### config.mk
export PLATFORM = sky130hd
export DESIGN_NAME = cpu_phase_sequencer
export DESIGN_NICKNAME = d
export VERILOG_FILES = /design/src/rtl/cpu_phase_sequencer_pkg.sv /design/src/rtl/cpu_phase_sequencer_edge.sv /design/src/rtl/cpu_phase_sequencer.sv
export SDC_FILE = /design/constraint.sdc
export NUM_CORES = 1
export LEC_CHECK = 0
export BUFFER_PORTS_ARGS = -buffer_cell sky130_fd_sc_hd__buf_2
export CAP_MARGIN = 20
export CORE_MARGIN = 5
export CORE_UTILIZATION = 53
export DETAILED_ROUTE_END_ITERATION = 10
export PLACE_DENSITY = 0.79
export SLEW_MARGIN = 20
export SYNTH_ARGS = -nofsm -noshare
export SYNTH_HDL_FRONTEND = slang
export SYNTH_HIERARCHICAL = 1
export SYNTH_SLANG_ARGS = --single-unit
### constraint.sdc
create_clock -name clk -period 2.6 [get_ports clk]
set_input_delay 0.13 -clock clk [delete_from_list [all_inputs] [get_ports clk]]
set_output_delay 0.13 -clock clk [all_outputs]
set_load 0.05 [all_outputs]
### src/rtl/cpu_phase_sequencer_pkg.sv
// Shared types and default constants for the CPU phase sequencer.
package cpu_phase_sequencer_pkg;

  // Sequencer states: free run, parked at phase 0, or one single-stepped CPU cycle.
  typedef enum logic [1:0] {
    SEQ_RUN  = 2'd0,
    SEQ_IDLE = 2'd1,
    SEQ_STEP = 2'd2
  } SeqState;

  // Defaults used when the sequencer is instantiated in the CPU top level.
  localparam int SEQ_PHASES            = 4;
  localparam int SEQ_WR_FIRST_PHASE    = 2;
  localparam int SEQ_CYCLE_COUNT_WIDTH = 32;

  // True when a phase/write-window parameter pair describes a usable sequencer.
  function automatic bit seqParamsLegal(input int phases, input int wrFirstPhase);
    return (phases >= 2) && (wrFirstPhase >= 1) && (wrFirstPhase <= phases - 1);
  endfunction

endpackage

### src/rtl/cpu_phase_sequencer_edge.sv
// Rising-edge detector for an already-debounced level; also used for buttons.
module EdgeDetector (
  input  logic clk,
  input  logic rst,
  input  logic level,
  output logic rise
);

  logic levelPrev_q;

  // Remember last cycle's level so a held input produces a single rise.
  always_ff @(posedge clk) begin
    if (!rst) begin
      levelPrev_q <= 1'b0;
    end else begin
      levelPrev_q <= level;
    end
  end

  assign rise = level & ~levelPrev_q;

endmodule

### src/rtl/cpu_phase_sequencer.sv
// Derives PHASES memory phases per CPU cycle from one base clock, issues the
// CPU advance strobe, confines DMem writes to late phases and supports halt
// and single-step execution with a retired-cycle counter.
module cpu_phase_sequencer
  import cpu_phase_sequencer_pkg::*;
#(
  parameter int PHASES            = SEQ_PHASES,
  parameter int WR_FIRST_PHASE    = SEQ_WR_FIRST_PHASE,
  parameter int CYCLE_COUNT_WIDTH = SEQ_CYCLE_COUNT_WIDTH
) (
  input  logic                         clk,
  input  logic                         rst,
  input  logic                         stepMode,
  input  logic                         stepReq,
  input  logic                         haltReq,
  input  logic                         dataWE_FromCPU,
  output logic [$clog2(PHASES)-1:0]    phase,
  output logic                         cpuEnable,
  output logic                         dmemWrEnable,
  output logic                         running,
  output logic [CYCLE_COUNT_WIDTH-1:0] cycleCount
);

  localparam int PW = $clog2(PHASES);
  localparam logic [PW-1:0] LAST_PHASE = PW'(PHASES - 1);
  localparam logic [PW-1:0] WR_FIRST   = PW'(WR_FIRST_PHASE);

  // Refuse to build a sequencer whose write window or phase count is meaningless.
  generate
    if (!seqParamsLegal(PHASES, WR_FIRST_PHASE)) begin : gBadParams
      $error("cpu_phase_sequencer: PHASES must be >= 2 and WR_FIRST_PHASE in 1..PHASES-1");
    end
  endgenerate

  SeqState                      state_q;
  logic [PW-1:0]                phase_q;
  logic [CYCLE_COUNT_WIDTH-1:0] cycleCount_q;
  logic [CYCLE_COUNT_WIDTH-1:0] cycleCount_d;
  logic                         stepRise;
  logic                         atLastPhase;
  logic                         cycleActive;

  EdgeDetector uStepEdge (
    .clk   (clk),
    .rst   (rst),
    .level (stepReq),
    .rise  (stepRise)
  );

  assign atLastPhase = (phase_q == LAST_PHASE);
  assign cycleActive = (state_q != SEQ_IDLE);

  // Strobes are pure decodes so they fall in the very cycle reset is asserted;
  // running is also masked by reset so nothing looks busy while held in reset.
  assign cpuEnable    = rst & cycleActive & atLastPhase;
  assign dmemWrEnable = rst & cycleActive & dataWE_FromCPU & (phase_q >= WR_FIRST);
  assign running      = rst & cycleActive;
  assign phase        = phase_q;
  assign cycleCount   = cycleCount_q;

  assign cycleCount_d = cpuEnable ? (cycleCount_q + CYCLE_COUNT_WIDTH'(1)) : cycleCount_q;

  // Phase FSM: halt and step mode are only looked at on a cycle boundary or in
  // IDLE so a CPU cycle that has started always runs to completion.
  always_ff @(posedge clk) begin
    if (!rst) begin
      state_q <= SEQ_RUN;
      phase_q <= '0;
    end else begin
      case (state_q)
        SEQ_RUN: begin
          if (atLastPhase) begin
            phase_q <= '0;
            state_q <= (haltReq || stepMode) ? SEQ_IDLE : SEQ_RUN;
          end else begin
            phase_q <= phase_q + PW'(1);
          end
        end
        SEQ_IDLE: begin
          phase_q <= '0;
          if (haltReq) begin
            state_q <= SEQ_IDLE;
          end else if (!stepMode) begin
            state_q <= SEQ_RUN;
          end else if (stepRise) begin
            state_q <= SEQ_STEP;
          end else begin
            state_q <= SEQ_IDLE;
          end
        end
        SEQ_STEP: begin
          if (atLastPhase) begin
            phase_q <= '0;
            state_q <= SEQ_IDLE;
          end else begin
            phase_q <= phase_q + PW'(1);
          end
        end
        default: begin
          phase_q <= '0;
          state_q <= SEQ_RUN;
        end
      endcase
    end
  end

  // Retired-cycle counter advances on the edge that closes each cpuEnable cycle.
  always_ff @(posedge clk) begin
    if (!rst) begin
      cycleCount_q <= '0;
    end else begin
      cycleCount_q <= cycleCount_d;
    end
  end

endmodule
==> results.yml, run 1 <==
outcome:
  run_status: "finished, final reports clean"
route:
  antenna_left: 0
  wl_um: 3860
  route.detailed.drc: 0
  via_per_inst: 5.45
  drtIter0Drc: 123
  wl_per_cell_um: 12.9
  dr.pass1.iters: 4
  vias: 1636
synth:
  async_flop_share_pct: 0
  synth_top_family_by_area: "simple AND/OR/NAND/NOR gates"
  synth-xor-area-share_pct: 3.28
  synth_area_leaders: "dfxtp_1 40%, mux2i_1 5.9%, nand2_1 4.6%"
  synth_nets: 224
  synth_top_area_share_pct: 39.7
  synth_cells: 215
  synth_compound_area_share_pct: 9.65
  ys_warn_count: 6
  synth_edf_count: 0
  yosysTopAreaCell: "dfxtp_1"
  ys_seq_area_share_pct: 39.7
  yosys_register_bits: 37
  synth_area_sq_mm: 0.00187
  synth-simple-area-share_pct: 34.2
  synth_cell_type_count: 34
  syn_area_per_cell_sq_um: 8.69
  synthAdderAreaFrac_pct: 2.01
  synthFlopType: "dfxtp_1"
  yosys-mux-area-fraction_pct: 5.89
worst_setup_path:
  worstSetupPathType: "reg -> reg"
  critical_path.n_buffers_inverters: 0
  start_kind: "flip-flop"
  end_kind: "flip-flop"
  r2r_slack_ns: 0.43
  cp_slowest_cell: "or3_1"
  cpLargestDelayFamily: "simple AND/OR/NAND/NOR gates"
  max_stage_delay_ns: 0.66
  cp_cell_sequence: "ha_1 -> nand2_2 -> or3_1 -> or4_1 -> a21oi_1"
  cp_max_fo: 19
  required_ns: 2.87
  crit_arrival_ns: 2.44
grt:
  grt_max_degree: 28
  grt_pass1_vias: 1516
  grt_antenna_before_repair: 0
  grt_pass1_wl_um: 6630
  grtUsageTotal_pct: 16.2
  overflow: 0
die:
  coreArea_sq_mm: 0.00336
  rows: 21
  die_area_sq_mm: 0.00481
  pin_count: 43
  die_y_um: 69.4
  start_util_pct: 55.5
  die_width_um: 69.4
timing:
  min_period_over_period_pct: 83.3
  slew_viol_final: 0
  finalCriticalPeriod_ns: 2.17
  final_hold_viol_count: 0
  setup_viol: 0
  slew_headroom_pct: 52.5
  max_freq_ghz: 0.462
  tightest_slew_ns: 0.711
  setup_tns_ns: 0
  fin_skew_ns: 0.00812
  rsz0062_at_grt: "false"
cts:
  h-tree-depth: 2
  cts.sinks: 37
  cts_tree: "done"
  clk_pin_slew_ns: 0.12
  clock_latency_ns: 0.34
  cts_buffers: 5
  ctsHoldBuffers: 0
  cts.repair.resized: 0
  cts_buffer_depth: 2
  cts_setup_buffers: 0
  cts_root_buf: "clkbuf_4"
cells_and_area:
  stdcell_area_sq_mm: 0.00213
  most-common-layout-cells: "42 x buf_2, 37 x dfxtp_1, 23 x nand2_1"
  syn2layout_area_growth_pct: 14.1
  final_common_cell: "buf_2"
  diodes: 0
  drive_above_1_share_pct: 22.8
  final_cells: 300
  fin_nets: 262
placed_design:
  dp_hpwl_um: 2720
  place.gp.congestion: 0.777
  port_buffers: 42
  place_area_sq_mm: 0.00208
  post-place-cells: 292
power_and_ir_drop:
  total_power_mw: 0.968
  power_density_mw_per_mm2: 454
  worst_ir_drop_vdd_mv: 0.344
  p_leak_nw: 0.794
min_path:
  hp-class: "in -> reg"
flow_run:
  cap_viol_max_count: 0
==> through the flow <==
stage	hold slack [ns]	util [%]	setup slack (ns)
2_1_floorplan	0.252	-	0.345
3_3_place_gp	0.354	61.8	0.534
3_5_place_dp	0.352	61.8	0.470
4_1_cts	0.000606	63.4	0.443
5_1_grt	0.0256	63.4	0.242
6_report	0.0118	63.4	0.434
==> power by group <==
group	total, mW	leakage [nW]	switching [mW]	internal [mW]
clock network	0.292	0.0310	0.190	0.102
logic	0.0926	0.464	0.0675	0.0251
registers	0.583	0.299	0.00792	0.575
==> final timing paths <==
path,to,startpoint,cells past startpoint
max,cycleCount[10]$_SDFFE_PN0P_,phase[0]$_SDFF_PP0_,5
max reg2reg,cycleCount[10]$_SDFFE_PN0P_,phase[0]$_SDFF_PP0_,5
min,uStepEdge/levelPrev_q$_SDFF_PN0_,stepReq,2
min reg2reg,phase[0]$_SDFF_PP0_,phase[0]$_SDFF_PP0_,1
==> cells in the mapped netlist (3+ instances only) <==
master and instances:
nand4_1 6, nand2b_1 6, nor4b_1 3, ha_1 3, nand2_1 23, a21oi_1 12
nor4_1 10, nor4_2 4, o21ai_0 6, xnor2_1 6, mux2i_1 11, o31ai_1 9
nand3_1 8, inv_1 7, and4_1 5, or4_1 9, buf_6 3, nor2_1 13
dfxtp_1 37, clkbuf_1 6, or2b_1 4, or3_1 6
==> cell type report <==
type                            count  area [sq um]
Clock buffer                        5          37.5
Clock inverter                      3          17.5
Fill cell                         338          1230
Inverter                            7          26.3
Multi-Input combinational cell    158          1030
Sequential cell                    37           741
Tap cell                           46          57.6
Timing Repair Buffer               44           225
==> sequential cells by signal (all words and copies together), names as in the netlist <==
signal,count
uStepEdge/levelPrev_q,1
phase,2
state_q,2
cycleCount,32
==> cell families after synthesis <==
kind of cell               count (synthesis)
DFF                                       37
muxes                                     11
buffers and inverters                     20
and+or+nand+nor                          107
xor gates and xnor gates                   7
adders and majority gates                  3
AOI/OAI and AO/OA                         30
==> layer usage <==
layer	vias to the layer above	share of wire, %	global-route usage (%)
met5	-	0	0
met4	0	1.3	5.21
met3	6	4.7	4.78
met2	37	43	25.5
met1	732	51	21.1
li1	861	-	-
Power figures use the tool's default switching activity.
==> run 2, diff against run 1 <==
--- a/config.mk
+++ b/config.mk
@@ -5,10 +5,11 @@
 export SDC_FILE = /design/constraint.sdc
 export NUM_CORES = 1
 export LEC_CHECK = 0
+export ABC_AREA = 1
 export BUFFER_PORTS_ARGS = -buffer_cell sky130_fd_sc_hd__buf_2
 export CAP_MARGIN = 20
 export CORE_MARGIN = 5
-export CORE_UTILIZATION = 53
+export CORE_UTILIZATION = 54
 export DETAILED_ROUTE_END_ITERATION = 10
 export PLACE_DENSITY = 0.79
 export SLEW_MARGIN = 20
==> constraint.sdc (replaced) <==
create_clock -name clk -period 2.1 [get_ports clk]
set_input_delay 0.105 -clock clk [delete_from_list [all_inputs] [get_ports clk]]
set_output_delay 0.105 -clock clk [all_outputs]
set_load 0.05 [all_outputs]
==> run 2 against run 1 <==
Against the previous run: clock skew is 0.0013 ns lower; critical path depth decreased by 1; clock power increased by 120%; combinational power up 38%; global-route usage increased by 4.5 points; count of clock-buffer cells in the layout is 2 higher; setup slack improved by 0.023 ns; cell count rose by 45%; power grew 54%; die area up 8.8%; synthesized cell count increased by 57%; final area grew 16%; critical endpoint is now cpuEnable; largest power group unchanged.
==> results.yml, run 2 <==
synth:
  synth_compound_area_share_pct: 7.75
  synth_cells: 338
  synth_edf_count: 0
  synth_top_area_share_pct: 35.3
  ys_top_cells_by_count: "88 x nand2_1, 71 x nor2_1, 49 x inv_1"
  ys_warn_count: 6
  synthAdderAreaFrac_pct: 1.79
  async_flop_share_pct: 0
  yosys-mux-area-fraction_pct: 0
  synth_top_family_by_area: "simple AND/OR/NAND/NOR gates"
  yosysTopAreaCell: "dfxtp_1"
  yosys_register_bits: 37
  synth-xor-area-share_pct: 0.417
  synth.most_common_cell: "nand2_1"
  synth_area_leaders: "dfxtp_1 35%, nand2_1 16%, nor2_1 13%"
  synth_area_sq_mm: 0.00210
  synth_nets: 347
  syn_area_per_cell_sq_um: 6.21
  synth_cell_type_count: 25
  ys_seq_area_share_pct: 35.3
  synthFlopType: "dfxtp_1"
  synth-simple-area-share_pct: 44.2
cts:
  cts_buffer_depth: 2
  cts.repair.resized: 0
  cts_buffers: 5
  clock_latency_ns: 0.29
  clk_pin_slew_ns: 0.07
  cts_tree: "done"
  cts_root_buf: "clkbuf_8"
  cts_setup_buffers: 0
  ctsHoldBuffers: 1
  cts.sinks: 37
  h-tree-depth: 2
grt:
  overflow: 0
  grt_pass1_vias: 1920
  grt_max_degree: 33
  grt_antenna_before_repair: 0
  grtUsageTotal_pct: 20.7
  grt_pass1_wl_um: 8540
route:
  vias: 2122
  wl_um: 4960
  wl_per_cell_um: 11.4
  via_per_inst: 4.89
  antenna_left: 0
  route.detailed.drc: 0
  dr.pass1.iters: 4
  drtIter0Drc: 181
timing:
  slew_headroom_pct: 78.8
  setup_tns_ns: 0
  fin_skew_ns: 0.00682
  rsz0062_at_grt: "false"
  slew_viol_final: 0
  tightest_slew_ns: 0.319
  setup_viol: 0
  max_freq_ghz: 0.609
  worst_slack_ns: 0.457
  min_period_over_period_pct: 78.2
  finalCriticalPeriod_ns: 1.64
  final_hold_viol_count: 0
power_and_ir_drop:
  switching_power_mw: 0.360
  p_leak_nw: 1.11
  worst_ir_drop_vdd_mv: 0.525
  power_density_mw_per_mm2: 603
  seqPwrFrac_pct: 48.3
  p_int_mw: 1.13
  clkPwrFrac_pct: 43.1
  power_frac_comb_pct: 8.6
  p_sw_share_pct: 24.1
cells_and_area:
  final_common_cell: "nand2_1"
  diodes: 0
  largest_reg_flops: 32
  drive_above_1_share_pct: 17.4
  most-common-layout-cells: "88 x nand2_1, 71 x nor2_1, 49 x inv_1"
  fin_nets: 394
  final_util_pct: 66.6
  syn2layout_area_growth_pct: 17.9
die:
  rows: 22
  die_width_um: 72.4
  coreArea_sq_mm: 0.00372
  pin_count: 43
  die_y_um: 72.4
  start_util_pct: 56.5
  die_area_sq_mm: 0.00524
placed_design:
  place.gp.congestion: 0.932
  port_buffers: 42
  dp_slack_ns: 0.455
  dp_hpwl_um: 3900
worst_setup_path:
  cp_slowest_cell: "dfxtp_1"
  required_ns: 2.00
  end_kind: "output pin"
  worstSetupPathType: "reg -> out"
  cp_max_fo: 11
  max_stage_delay_ns: 0.38
  start_kind: "flip-flop"
  cp_cell_sequence: "ha_1 -> nand3_4 -> inv_2 -> buf_2"
  crit_arrival_ns: 1.54
outcome:
  run_status: "finished, final reports clean"
flow_run:
  cap_viol_max_count: 0
min_path:
  hp-class: "in -> reg"
## run 2: critical path, delay by kind of cell, from the launching register on
kind | cells | cell delay [ns]
buf+inv | 2 | 0.49
flops | 1 | 0.38
fa+ha+maj | 1 | 0.24
simple gates | 1 | 0.14
## run 2: path summary, 6_finish.rpt
kind                            cells past startpoint  slack [ns]           startpoint                          end
worst min-delay path                                3        0.11             stepMode      state_q[1]$_SDFFE_PN0P_
worst min register to register                      1        0.48  phase[0]$_SDFF_PP0_          phase[0]$_SDFF_PP0_
worst max-delay path                                4        0.46  phase[0]$_SDFF_PP0_                    cpuEnable
worst max register to register                      8        0.46  phase[0]$_SDFF_PP0_  cycleCount[24]$_SDFFE_PN0P_
## run 2: area by class of cell
| type | instances | area (sq um) |
|---|---|---|
| flip-flops and latches | 37 | 741 |
| multi-input cells | 246 | 1140 |
| inverters | 50 | 188 |
| clock buffers | 7 | 86.3 |
| fillers | 355 | 1240 |
| repair buffers | 45 | 235 |
| clock inverters | 1 | 30.0 |
| well taps | 48 | 60.1 |
## run 2: metrics by stage
step                cells  hold WS (ns)  total power [mW]  area (sq um)
floorplan             338         0.198             0.835          2100
global placement      425         0.299             0.863          2350
detailed placement    425         0.305             0.865          2350
CTS                   434         0.102              1.51          2480
global route          434         0.132              1.55          2480
finish                434         0.108              1.49          2480
## run 2: cells by family (layout without fill, tap and decap cells)
logic type      after synthesis  in the layout
flops                        37             37
fa+ha+maj                     3              3
buf+inv                      55            103
xor+xnor                      1              1
simple gates                210            210
compound gates               32             32
## run 2: power by group through the flow
stage	registers, mW	logic, mW	clock network, mW
3_3_place_gp	0.736	0.127	0
4_1_cts	0.721	0.129	0.660
3_5_place_dp	0.737	0.128	0
6_report	0.721	0.128	0.643
2_1_floorplan	0.764	0.0711	0
5_1_grt	0.722	0.140	0.688
## run 2: metal layers
metal | global-route usage [%] | part of all wire [%] | vias up
met2 | 32.8 | 44 | 49
met3 | 4.99 | 5.8 | 13
met4 | 7.72 | 2.0 | 0
met5 | 0 | 0 | -
met1 | 27.1 | 48 | 921
li1 | - | - | 1139
==> run 3, diff against run 2 <==
==> constraint.sdc (replaced) <==
create_clock -name clk -period 1.57 [get_ports clk]
set_input_delay 0.0785 -clock clk [delete_from_list [all_inputs] [get_ports clk]]
set_output_delay 0.0785 -clock clk [all_outputs]
set_load 0.05 [all_outputs]
==> run 3 against run 2 <==
Against the previous run: clock power fell by 3%; hold slack got worse by 0.015 ns; setup slack got worse by 0.41 ns; critical path type unchanged; highest routed layer unchanged; die area did not move; count of clock-buffer cells in the layout rose by 1; final area rose by 2.3%; power rose by 19%; core utilization rose by 1.5 points; critical path depth rose by 1; global-route usage fell by 0.13 points.
==> results.yml, run 3 (synthesis gave the netlist of run 2 again) <==
timing:
  rsz0062_at_grt: "false"
  setup_viol: 0
  min_period_over_period_pct: 96.7
  finalCriticalPeriod_ns: 1.52
  final_hold_viol_count: 0
  setup_tns_ns: 0
  fin_skew_ns: 0.00619
  hold_ws_ns: 0.0930
  tightest_slew_ns: 0.315
  slew_viol_final: 0
  slew_headroom_pct: 79.0
  max_freq_ghz: 0.658
route:
  drtIter0Drc: 142
  route.detailed.drc: 0
  wl_per_cell_um: 11.5
  via_per_inst: 4.88
  antenna_left: 0
  vias: 2134
  dr.pass1.iters: 5
  wl_um: 5010
power_and_ir_drop:
  total_power_mw: 1.78
  worst_ir_drop_vdd_mv: 0.545
  p_leak_nw: 1.12
  power_density_mw_per_mm2: 701
worst_setup_path:
  timing.rr.start: "phase[0]$_SDFF_PP0_"
  crit_end: "cpuEnable"
  crit_arrival_ns: 1.44
  worstSetupPathType: "reg -> out"
  required_ns: 1.49
  reg2regPathDepth: 7
  end_kind: "output pin"
  cp_slowest_cell: "dfxtp_4"
  crit_start: "phase[0]$_SDFF_PP0_"
  max_stage_delay_ns: 0.36
  reg2reg_to: "cycleCount[17]$_SDFFE_PN0P_"
  start_kind: "flip-flop"
  cp_cell_sequence: "ha_2 -> nand3_4 -> inv_2 -> buf_4 -> buf_8"
  r2r_slack_ns: 0.09
  cp_max_fo: 9
min_path:
  hp-class: "in -> reg"
placed_design:
  place.gp.congestion: 0.890
  place_area_sq_mm: 0.00239
  dp_hpwl_um: 4050
  post-place-cells: 427
  port_buffers: 42
cts:
  h-tree-depth: 2
  cts_buffer_depth: 2
  clock_latency_ns: 0.28
  cts.sinks: 37
  cts_buffers: 5
  cts_root_buf: "clkbuf_8"
  cts_tree: "done"
  clk_pin_slew_ns: 0.06
grt:
  top_usage_layer: "met2"
  grt_max_degree: 33
  grtUsageMet2_pct: 32.8
  grt_pass1_vias: 1926
  grtUsageTotal_pct: 20.5
  overflow: 0
  grt_pass1_wl_um: 8580
  use_met3_pct: 4.99
  grt_antenna_before_repair: 0
  use_met1_pct: 27.7
cells_and_area:
  final_cells: 437
  stdcell_area_sq_mm: 0.00253
  drive_above_1_share_pct: 21.6
  final_common_cell: "nand2_1"
  fin_nets: 397
  most-common-layout-cells: "87 x nand2_1, 66 x nor2_1, 49 x inv_1"
  syn2layout_area_growth_pct: 20.6
  diodes: 0
  largest_reg_flops: 32
die:
  die_width_um: 72.4
  pin_count: 43
  start_util_pct: 56.5
  rows: 22
  die_y_um: 72.4
  coreArea_sq_mm: 0.00372
  die_area_sq_mm: 0.00524
outcome:
  run_status: "finished, final reports clean"
flow_run:
  cap_viol_max_count: 0
[run 3: changes by cell type in the layout (fill, tap and decap cells not counted), moves of 2 or more]
cell      previous run  this run
nor2_2               6         9
dfxtp_4              0         2
clkbuf_1             1         3
nor2_4               5         7
dfxtp_1             37        29
nor2_1              71        66
dfxtp_2              0         6
buf_4                2         4
[run 3: per-layer routing]
layer	up-vias	wire length [um]
met3	6	287
met2	47	2320
met5	-	0
met4	0	46
li1	1146	-
met1	935	2360
[run 3: critical path, delay by kind of cell (launching register included)]
family	cells	cell delay, ns
AND/OR/NAND/NOR	1	0.15
adder cells (fa/ha/maj)	1	0.21
flip-flops	1	0.36
buffers and inverters	3	0.45
[run 3: what timing repair did]
action                                  in CTS  in global routing
hold buffers                                 1                  0
pin swaps                                    0                  1
hold endpoints to repair                     1                  0
setup buffers                                0                  1
resized for setup                            3                 10
endpoints found under the setup margin       3                 13
[run 3: final cells by class]
class                      count  area, sq um
inverter                      50          188
fill                         339         1180
timing repair buffer          48          280
clock buffer                   8         80.1
multi-input combinational    246         1170
sequential                    37          756
tap                           48         60.1
[run 3: how the worst min path moves through the flow]
stage | startpoint | endpoint | slack [ns] | depth (start not counted)
after floorplan | stepReq | uStepEdge/levelPrev_q$_SDFF_PN0_ | 0.17 | 2
after global routing | stepMode | state_q[1]$_SDFFE_PN0P_ | 0.11 | 3
after CTS | stepMode | state_q[1]$_SDFFE_PN0P_ | 0.08 | 3
final | stepMode | state_q[1]$_SDFFE_PN0P_ | 0.09 | 3
after detailed placement | stepReq | uStepEdge/levelPrev_q$_SDFF_PN0_ | 0.29 | 3
after global placement | stepReq | uStepEdge/levelPrev_q$_SDFF_PN0_ | 0.27 | 3
[run 3: stage by stage]
stage	utilization, %	worst slack [ns]
global placement	64.4	0.103
CTS	67.1	0.00176
global route	68.1	0.00183
finish	68.1	0.0511
detailed placement	64.4	-0.0176
floorplan	-	0.0108
[run 3: power by group]
| group | leakage, nW | total, mW | internal (mW) | switching (mW) |
|---|---|---|---|---|
| clock | 0.0395 | 0.624 | 0.315 | 0.309 |
| combinational | 0.781 | 0.182 | 0.0535 | 0.129 |
| sequential | 0.303 | 0.969 | 0.956 | 0.0128 |
